`config.mk`:
```
export PLATFORM = sky130hd
export DESIGN_NAME = or16_arbiter
export DESIGN_NICKNAME = d
export VERILOG_FILES = /design/src/rtl/or16_arbiter.sv
export SDC_FILE = /design/constraint.sdc
export NUM_CORES = 1
export LEC_CHECK = 0
export ABC_AREA = 1
export CORE_ASPECT_RATIO = 0.6
export CORE_MARGIN = 3
export CORE_UTILIZATION = 41
export DETAILED_ROUTE_END_ITERATION = 10
export HOLD_SLACK_MARGIN = 0.06
export PLACE_DENSITY = 0.95
export SETUP_SLACK_MARGIN = 0.1
export SYNTH_ARGS = -nofsm -noshare
export SYNTH_HDL_FRONTEND = slang
export SYNTH_SLANG_ARGS = --single-unit
```
`constraint.sdc`:
```
create_clock -name clk -period 4.75 [get_ports clk]
set_clock_uncertainty 0.2 [all_clocks]
set_input_delay 0.475 -clock clk [delete_from_list [all_inputs] [get_ports clk]]
set_output_delay 0.475 -clock clk [all_outputs]
set_load 0.01 [all_outputs]
```
`src/rtl/or16_arbiter.sv`:
```
// or16_arbiter: two-port round-robin arbiter with burst lock sharing one or_16 datapath
// Result is held in a one-deep output register with its own valid/ready handshake.
module or_16 (
    input  logic [15:0] a,
    input  logic [15:0] b,
    output logic [15:0] y
);
    assign y = a | b;
endmodule

module or16_arbiter #(
    parameter int unsigned MAX_BURST = 8
) (
    input  logic        clk,
    input  logic        reset,
    input  logic        req0_valid,
    input  logic [15:0] req0_a,
    input  logic [15:0] req0_b,
    input  logic        req0_last,
    output logic        req0_ready,
    input  logic        req1_valid,
    input  logic [15:0] req1_a,
    input  logic [15:0] req1_b,
    input  logic        req1_last,
    output logic        req1_ready,
    output logic        out_valid,
    output logic [15:0] out_data,
    output logic        out_id,
    input  logic        out_ready
);
    typedef enum logic [1:0] {IDLE = 2'd0, LOCK0 = 2'd1, LOCK1 = 2'd2} state_t;

    state_t      state;
    state_t      next_state;
    logic        prio;
    logic [7:0]  beat_cnt;
    logic        grant;
    logic        grant_valid;
    logic        accept;
    logic        burst_end;
    logic [15:0] or_y;

    or_16 u_or (
        .a(grant ? req1_a : req0_a),
        .b(grant ? req1_b : req0_b),
        .y(or_y)
    );

    always_comb begin
        grant       = 1'b0;
        grant_valid = 1'b0;
        case (state)
            LOCK0: begin
                grant       = 1'b0;
                grant_valid = req0_valid;
            end
            LOCK1: begin
                grant       = 1'b1;
                grant_valid = req1_valid;
            end
            default: begin
                grant       = (req0_valid & req1_valid) ? prio : req1_valid;
                grant_valid = req0_valid | req1_valid;
            end
        endcase
    end

    // A beat may be taken in the same cycle the held result drains.
    assign accept    = (!out_valid | out_ready) & grant_valid & !reset;
    assign burst_end = (grant ? req1_last : req0_last) | ({1'b0, beat_cnt} + 9'd1 == 9'(MAX_BURST));

    always_ff @(posedge clk) begin
        if (reset) begin
            state    <= IDLE;
            prio     <= 1'b0;
            beat_cnt <= 8'd0;
        end else begin
            state    <= next_state;
            prio     <= (accept & burst_end) ? ~grant : prio;
            beat_cnt <= accept ? (burst_end ? 8'd0 : beat_cnt + 8'd1) : beat_cnt;
        end
    end

    always_comb begin
        next_state = state;
        if (accept) next_state = burst_end ? IDLE : (grant ? LOCK1 : LOCK0);
    end

    always_comb begin
        req0_ready = accept & !grant;
        req1_ready = accept & grant;
    end

    always_ff @(posedge clk) begin
        if (reset) begin
            out_valid <= 1'b0;
            out_data  <= 16'h0000;
            out_id    <= 1'b0;
        end else if (accept) begin
            out_valid <= 1'b1;
            out_data  <= or_y;
            out_id    <= grant;
        end else if (out_ready) begin
            out_valid <= 1'b0;
        end
    end
endmodule

```
# Word-level counts from Yosys, hierarchy flattened

Cells that the tools add are included.

Add/subtract/negate cells: 2
Eq/ne operators: 3
Muxes and demuxes: 11
Bitwise gates (word level): 11
Reductions and logical operators: 4

Operators with widths:

| kind                | number |
|---|---|
| $mux 16             | 2 |
| $or 16x16->16       | 1 |
| $add 8x1->9 const B | 1 |
| $eq 9x4->1 const B  | 1 |
| $add 8x1->8 const B | 1 |
| $mux 8              | 1 |
| $and 1x1->1         | 6 |
| $mux 1              | 4 |
| $mux 2              | 2 |
| $pmux 1 s2          | 2 |
| $logic_not 1->1     | 3 |
| $or 1x1->1          | 3 |
| $eq 2x1->1 const B  | 1 |
| $eq 2x2->1 const B  | 1 |
| $reduce_bool 2->1   | 1 |
| $not 1->1           | 1 |

Register bits: 29
Input bits: 71
Output and inout port bits: 20
Logic and storage cells: 37

# Depth between registers and ports, before layout

Gate-level depths: netlist of run 1.

Word-level depth: 6
Gate-level depth with buffers: 12
Gate-level depth less buffers: 11

# Hierarchy

Synthesis of run 1 repeated with hierarchy kept, for this count alone.

Cell total of the unflattened synthesis: 331
Area, all modules: 1879.3 µm²

Modules (own cells, without submodules):

| module       | instances | cells each | area each (µm²) | sequential area each (µm²) |
|---|---|---|---|---|
| or16_arbiter | 1         | 283        | 1699.1          | 580.6 |
| or_16        | 1         | 48         | 180.2           | 0.0 |

# Least setup slack after synthesis of run 1

No wires, ideal clock.

Path kind: flip-flop to output port
Start point: register state[0]
End point: output port req0_ready
Data arrival time: 1374 ps
Required time: 4075 ps
Setup slack: 2701 ps
Cell stages (with the launch flop): 8
Path buffers: 1
Cell sequence: dfxtp_1 -> inv_1 -> ha_1 -> or2_4 -> nand2_2 -> inv_2 -> nor2_8 -> buf_6

Word-level cells in the longest chain between the ends: 5
Elaborated cells on any way between the ends: 8
Classes of those cells: eq/ne (2); mux (2); bitwise (3); reduce/logical (1)

RTL lines:

| element                                         | RTL line | RTL |
|---|---|---|
| from (decl)                                     | 33       | `state_t state;` |
| from (signal assigned)                          | 78       | `state <= next_state;` |
| $eq 2x2->1 / $eq 2x1->1 (equally long branches) | 52       | `case (state)` |
| $pmux 1 s2                                      | 52       |  |
| $and 1x1->1 (2 in series)                       | 69       | `assign accept = (!out_valid \| out_ready) & grant_valid & !reset;` |
| $and 1x1->1 (*)                                 | 90       | `req0_ready = accept & !grant;` |
| to (decl)                                       | 20       | `output logic req0_ready,` |

Mark *: on every way between the ends. The rest lies on a longest branch, timed or not.

# Worst setup path in the final report of run 1

Start point: register state[0]
End point: output port req1_ready

Word-level cells in the longest chain between the ends: 5
Elaborated cells on any way between the ends: 7
Classes of those cells: eq/ne (2); mux (2); bitwise (3)

RTL lines:

| element                                         | RTL line | RTL |
|---|---|---|
| $eq 2x2->1 / $eq 2x1->1 (equally long branches) | 52       |  |
| $pmux 1 s2                                      | 52       |  |
| $and 1x1->1 (2 in series)                       | 69       |  |
| $and 1x1->1 (*)                                 | 91       | `req1_ready = accept & grant;` |
| to (decl)                                       | 25       | `output logic req1_ready,` |

Marked as above.

==> metrics.txt, run 1 <==
status completed; Slew @ Worst Pin ~0.72 ns; setup TNS 0 ns; # port buffers 90; crit share post-route 64.76%; layout cell share with drive strength beyond 1 a little under 8%; top cell family by delay on the critical path simple AND/OR/NAND/NOR gates; leading post-synthesis cells by cell area dfxtp_1, nand2_1, nand3_1; mean post-synth cell area just under 7 um^2; #FFs+latches synth 29; internal power 546.0 uW; initial core utilization 45.58%; Syn Inst Count 228; HP Class flop to flop; Max stage delay cell, worst path clkdlybuf4s50_1; Max Used Layer met4; Ys Warns 0; Synth area leader dfxtp_1; Final Hold Viols 0; metal2 WL about 2.2 mm; power share of the clock group a little under a quarter; antenna violations before repair 0; CP Max Fanout 28; Synth cell types 29; CTS buffer count 5; switching share of total power between 30% and 40%; top cell type's share of synthesized area 36.56%; worst vdd ir between 0.15 and 0.2 mV; Sequential Power Share 37.2%; largest net degree at the start of global routing 29; first-pass GRT wire length 7.935 mm; Critical Path Max Stage Delay about 0.61 ns; worst setup margin around 1.7 ns; Clock Path Buffers 2; Post-synth ARST share 0%; final instance area ~2600 um^2; Ports 91; CP Data Arrival Time 2.40 ns; PD cells 317.2 nW/um^2; Setup-failing EPs final 0; Max Cap Violations 0; core box area roughly 3500 um^2; RSZ-0062 raised after global routing no; Worst Path Buf+Inv 2; kind of start point of the critical path flop; CP most frequent cell nand2_2; vias in the first global route 1799; Post-synth top cells nand2_1, dfxtp_1, inv_1; H-tree Lvls 2; detailed placement HPWL 3.742 mm; DR iter-0 viols a little over 70; CTS tree done; antenna viol nets, final 0; Area Overhead vs Synth 62.10%; Pleak 1.130 nW; Post-synth EDFFs 0; Setup CP Type flop to output port; Post-CTS Setup Bufs 0; wire length per cell between 10 and 15 um; post-CTS sizing 0; register area share after synthesis a little over a third; routability cong. ~0.88; Post-CTS Hold Fix Bufs 0; Psw around 270 uW; Max Freq around 0.33 GHz; GRT overflow 0; count leader, synth nand2_1; Placed Area 2491 um^2; Main synth FF type dfxtp_1; CTS root buf clkbuf_8; Worst setup EP type output port; wire length on met3 ~460 um; syn nets slightly above 300; worst endpoint required time 4.07 ns; Total Wirelength ~4.8 mm; Diodes inserted 0; vias per cell approximately 5.0; # DRC 0; Die Height approximately 54 um; Final #Nets just under 400; row count 16; CP Cell Sequence inv_1 > ha_1 > or2_4 > nand2_2 > nand2_2 > nand2_8 > nor2_4 > clkdlybuf4s50_1; Routed met1 length roughly 2.1 mm; hold slack around 0.26 ns; combinational group share of total power 39.4%; Synth Cell Area 1588 um^2; worst skew pair latency 0.28 ns; crit path time final 3.076 ns; Layout Utilization about three quarters; clk slew on worst S/H paths approximately 0.060 ns; Pins Over Slew Limit 0; vias after detailed routing between 1500 and 2000; die area ~4700 um^2; GRT Resource Usage Total 22.16%; clock sinks 29; First-pass DRT Iterations 4; Die X roughly 86 um; dpl ws around 1.7 ns; Slew headroom 51.98%
[state kept, by name, summed over array words and instances, names as in the netlist]
| name | cells |
|---|---|
| out_data | 16 |
| beat_cnt | 8 |
| state | 2 |
| out_id | 1 |
| out_valid | 1 |
| prio | 1 |
[power groups by stage]
stage,logic (mW),clock network [mW],registers (mW)
after floorplan,0.164,0,0.318
after global placement,0.314,0,0.305
after detailed placement,0.321,0,0.308
after CTS,0.324,0.198,0.304
after global routing,0.357,0.207,0.307
final,0.322,0.191,0.304
[kinds of logic (layout without fill, tap and decap cells)]
family,count (synthesis),count (layout),synth area share (%)
AO/OA/AOI/OAI,50,50,16.08
XOR/XNOR,3,3,1.655
buffers and inverters,38,129,10.72
AND/OR/NAND/NOR,105,105,32.62
adder cells (fa/ha/maj),3,3,2.364
flip-flops,29,29,36.56
[final cells by class]
class,count,area (um^2)
multi-input combinational,161,837.1
timing repair buffer,90,900.9
fill,283,909.6
inverter,31,116.4
tap,45,56.30
clock buffer,6,72.57
clock inverter,2,10.01
sequential,29,580.6
[layout by cell type (no fill, tap or decap)]
cell type and count:
or2_2 1, nor3_2 1, nand3_1 25, xnor2_1 1
nor2_4 3, nor2_8 1, clkinv_2 2, clkbuf_8 5
nor2_1 12, clkdlybuf4s50_1 90, o21bai_1 1, nand3_2 1
nor2_2 1, nand4_1 1, inv_1 28, nand2_8 1
ha_1 3, a21oi_1 8, o21ai_0 22, nand2_2 5
xor2_1 2, dfxtp_1 29, clkbuf_1 1, o21ai_1 18
or2_4 1, inv_2 3, o21a_1 1, nand2_1 52
[per-layer routing]
layer | global-route usage, % | up-vias
li1 | - | 915
met1 | 24.86 | 808
met2 | 39.47 | 71
met3 | 8.257 | 9
met4 | 7.772 | 0
met5 | 0 | -
[path summary, 6_finish.rpt]
path | start | end | slack (ns) | depth (start not counted)
worst max-delay path | state[0] | req1_ready | 1.67 | 8
worst min-delay path | out_id | out_id | 0.26 | 1
worst max register to register | state[0] | out_data[8] | 2.57 | 11
worst min register to register | out_id | out_id | 0.26 | 1
[through the flow]
stage | cells | power, mW
6_report | 364 | 0.8163
2_1_floorplan | 228 | 0.4822
5_1_grt | 364 | 0.8714
3_3_place_gp | 356 | 0.6194
4_1_cts | 364 | 0.8252
3_5_place_dp | 356 | 0.6294
(Power assumes the default switching activity.)
==> run 2, diff against run 1 <==
--- a/config.mk
+++ b/config.mk
@@ -8,10 +8,10 @@
 export ABC_AREA = 1
 export CORE_ASPECT_RATIO = 0.6
 export CORE_MARGIN = 3
-export CORE_UTILIZATION = 41
+export CORE_UTILIZATION = 34
 export DETAILED_ROUTE_END_ITERATION = 10
 export HOLD_SLACK_MARGIN = 0.06
-export PLACE_DENSITY = 0.95
+export PLACE_DENSITY = 0.86
 export SETUP_SLACK_MARGIN = 0.1
 export SYNTH_ARGS = -nofsm -noshare
 export SYNTH_HDL_FRONTEND = slang
==> constraint.sdc (replaced) <==
create_clock -name clk -period 2.75 [get_ports clk]
set_clock_uncertainty 0.2 [all_clocks]
set_input_delay 0.275 -clock clk [delete_from_list [all_inputs] [get_ports clk]]
set_output_delay 0.275 -clock clk [all_outputs]
set_load 0.01 [all_outputs]
==> run 2 against run 1 <==
Compared with the run above: non-clock buffer count rose by 7; global-route usage fell by 3.4 points; sequential power rose by 72%; routed wire length rose by 4.3%; first-iteration DRC count rose by 13%; via count rose by 0.72%; combinational power rose by 81%; critical path depth rose by 1; cell area rose by 3.3%; critical endpoint is now req0_ready; largest cell class unchanged; highest routed layer unchanged.
==> metrics.txt, run 2 (synthesis results as in run 1) <==
Slew headroom 63.73% (+12 points); Final Hold Viols 0 (unchanged); GRT overflow 0 (unchanged); top cell family by delay on the critical path simple AND/OR/NAND/NOR gates; Max stage delay cell, worst path dfxtp_1; CP most frequent cell nand2_2; Die X 94.22 um (+9.1%); HP Class flop to flop; # port buffers 90 (unchanged); Fillers 373 (+32%); Post-Layout Cell Count 385 (+5.8%); setup TNS 0 ns (unchanged); PD cells 548.8 nW/um^2 (+73%); Biggest register out_data; Worst setup EP type output port; Final #Nets 399 (+1.8%); Hold Path Origin out_id; Setup-failing EPs final 0 (unchanged); Placed Area 2540 um^2 (+2.0%); vias per cell 4.717 (-4.8%); row count 18 (+2); vias in the first global route 1730 (-3.8%); H-tree Lvls 2 (unchanged); Slew @ Worst Pin 0.5435 ns (-0.1761 ns); DR iter-0 viols 80 (+13%); Worst Path Buf+Inv 3 (+1); worst vdd ir 0.2901 mV (+53%); die area 5553 um^2 (+19%); initial core utilization 36.91% (-8.7 points); Max Cap Violations 0 (unchanged); final instance area 2658 um^2 (+3.3%); Setup CP Type flop to output port; crit path time final approximately 2.5 ns; clock sinks 29 (unchanged); Clock Path Buffers 2 (unchanged); kind of start point of the critical path flop; crit share post-route about 91%; clk slew on worst S/H paths 0.06 ns (about the same); layout cell share with drive strength beyond 1 9.538% (+1.7 points); RSZ-0062 raised after global routing no; status completed; Max Freq approximately 0.40 GHz; antenna viol nets, final 0 (unchanged); CTS root buf clkbuf_8; worst skew pair latency 0.28 ns (about the same); worst endpoint required time 2.28 ns (-1.79 ns); Diodes inserted 0 (unchanged); max reg flops 16 (unchanged); antenna violations before repair 0 (unchanged); Pleak 1.187 nW (+5.0%); CP Data Arrival Time 2.02 ns (-0.38 ns); CP Cell Sequence inv_1 > ha_1 > or2_4 > nand2_2 > nand2_2 > nand2_8 > buf_8 > nor2_8 > dlygate4sd2_1; Die Height 58.94 um (+8.7%); Ports 91 (unchanged); CTS buffer count 5 (unchanged); routability cong. 0.8901 (+1.2%); core box area 4302 um^2 (+23%); Inst Count DP 375 (+5.3%); Critical Path Max Stage Delay 0.35 ns (-0.26 ns); Pins Over Slew Limit 0 (unchanged); Total Wirelength 4.992 mm (+4.3%); hold slack 0.2774 ns (+0.01455 ns); commonest non-fill, non-tap cell in the layout clkdlybuf4s50_1; first-pass GRT wire length 7.859 mm (-0.96%); CTS tree done; detailed placement HPWL 3.771 mm (+0.78%); Regs by FF count out_data: 16 flops, beat_cnt: 8 flops, state: 2 flops; CP Max Fanout 11 (-61%); Crit. Startpoint state[0]; largest net degree at the start of global routing 19 (-34%); Area Overhead vs Synth 67.38%; RR Startpoint state[0]; First-pass DRT Iterations 4 (unchanged); GRT Resource Usage Total 18.73% (-3.4 points); most frequent cells in the layout clkdlybuf4s50_1, nand2_1, dfxtp_1; wire length per cell 12.97 um (-1.4%); vias after detailed routing 1816 (+0.72%); # DRC 0 (unchanged)
run 2: cell count changes in the layout (fill, tap and decap cells not counted):
cell,before,now
buf_4,0,6
buf_8,0,1
clkbuf_8,5,6
clkdlybuf4s50_1,90,88
clkinv_2,2,0
dlygate4sd2_1,0,1
dlymetal6s2s_1,0,1
run 2: layout make-up:
type                            instances  area, um^2  share of cell area, %
Sequential cell                        29       580.6                  21.85
Timing Repair Buffer                   97       962.2                  36.21
Clock buffer                            7       86.33                  3.249
Inverter                               31       116.4                  4.379
Tap cell                               60       75.07                  2.825
Multi-Input combinational cell        161       837.1                  31.50
run 2: metal layers:
metal / GRT usage [%] / vias up / routed length [um]
met4: 4.938 / 0 / 34
li1: - / 924 / -
met2: 28.63 / 99 / 2045
met5: 0 / - / 0
met1: 24.04 / 787 / 2185
met3: 8.685 / 6 / 726
run 2: path summary, 6_finish.rpt:
kind / to / slack, ns / depth (start not counted)
worst max-delay path: req0_ready / 0.26 / 9
worst min-delay path: out_id / 0.28 / 1
worst max register to register: out_data[4] / 0.46 / 13
worst min register to register: out_id / 0.28 / 1
run 2: worst register-to-register path, delay by kind of cell (launching register included):
family | cells | cell delay, ns
buffers and inverters | 4 | 0.44
adder cells (fa/ha/maj) | 1 | 0.32
AND/OR/NAND/NOR | 7 | 0.75
flip-flops | 1 | 0.35
AO/OA/AOI/OAI | 1 | 0.12
run 2: repair_timing:
item	4_1_cts	5_1_grt
resized for setup	3	1
pin swaps	2	0
endpoints found under the hold margin	0	0
setup buffers	3	0
setup endpoints to repair	2	1
hold buffers	0	0
run 2: per-stage QoR:
stage | util, % | power (mW) | setup WS, ns
4_1_cts | 61.72 | 1.475 | 0.1632
3_5_place_dp | 59.05 | 1.102 | 0.1616
2_1_floorplan | - | 0.8329 | 0.8477
6_report | 61.78 | 1.458 | 0.2562
3_3_place_gp | 59.05 | 1.089 | 0.2116
5_1_grt | 61.78 | 1.555 | 0.1582
run 2: power by group:
part	switching, mW	total [mW]	internal [mW]
logic	0.284	0.584	0.300
clock network	0.152	0.350	0.198
registers	0.0388	0.524	0.486
==> run 3, diff against run 2 <==
--- a/config.mk
+++ b/config.mk
@@ -13,6 +13,7 @@
 export HOLD_SLACK_MARGIN = 0.06
 export PLACE_DENSITY = 0.86
 export SETUP_SLACK_MARGIN = 0.1
+export SKIP_LAST_GASP = 1
 export SYNTH_ARGS = -nofsm -noshare
 export SYNTH_HDL_FRONTEND = slang
 export SYNTH_SLANG_ARGS = --single-unit
==> results of run 3 <==
The final DEF is identical to that of run 2; final timing and power are the same.
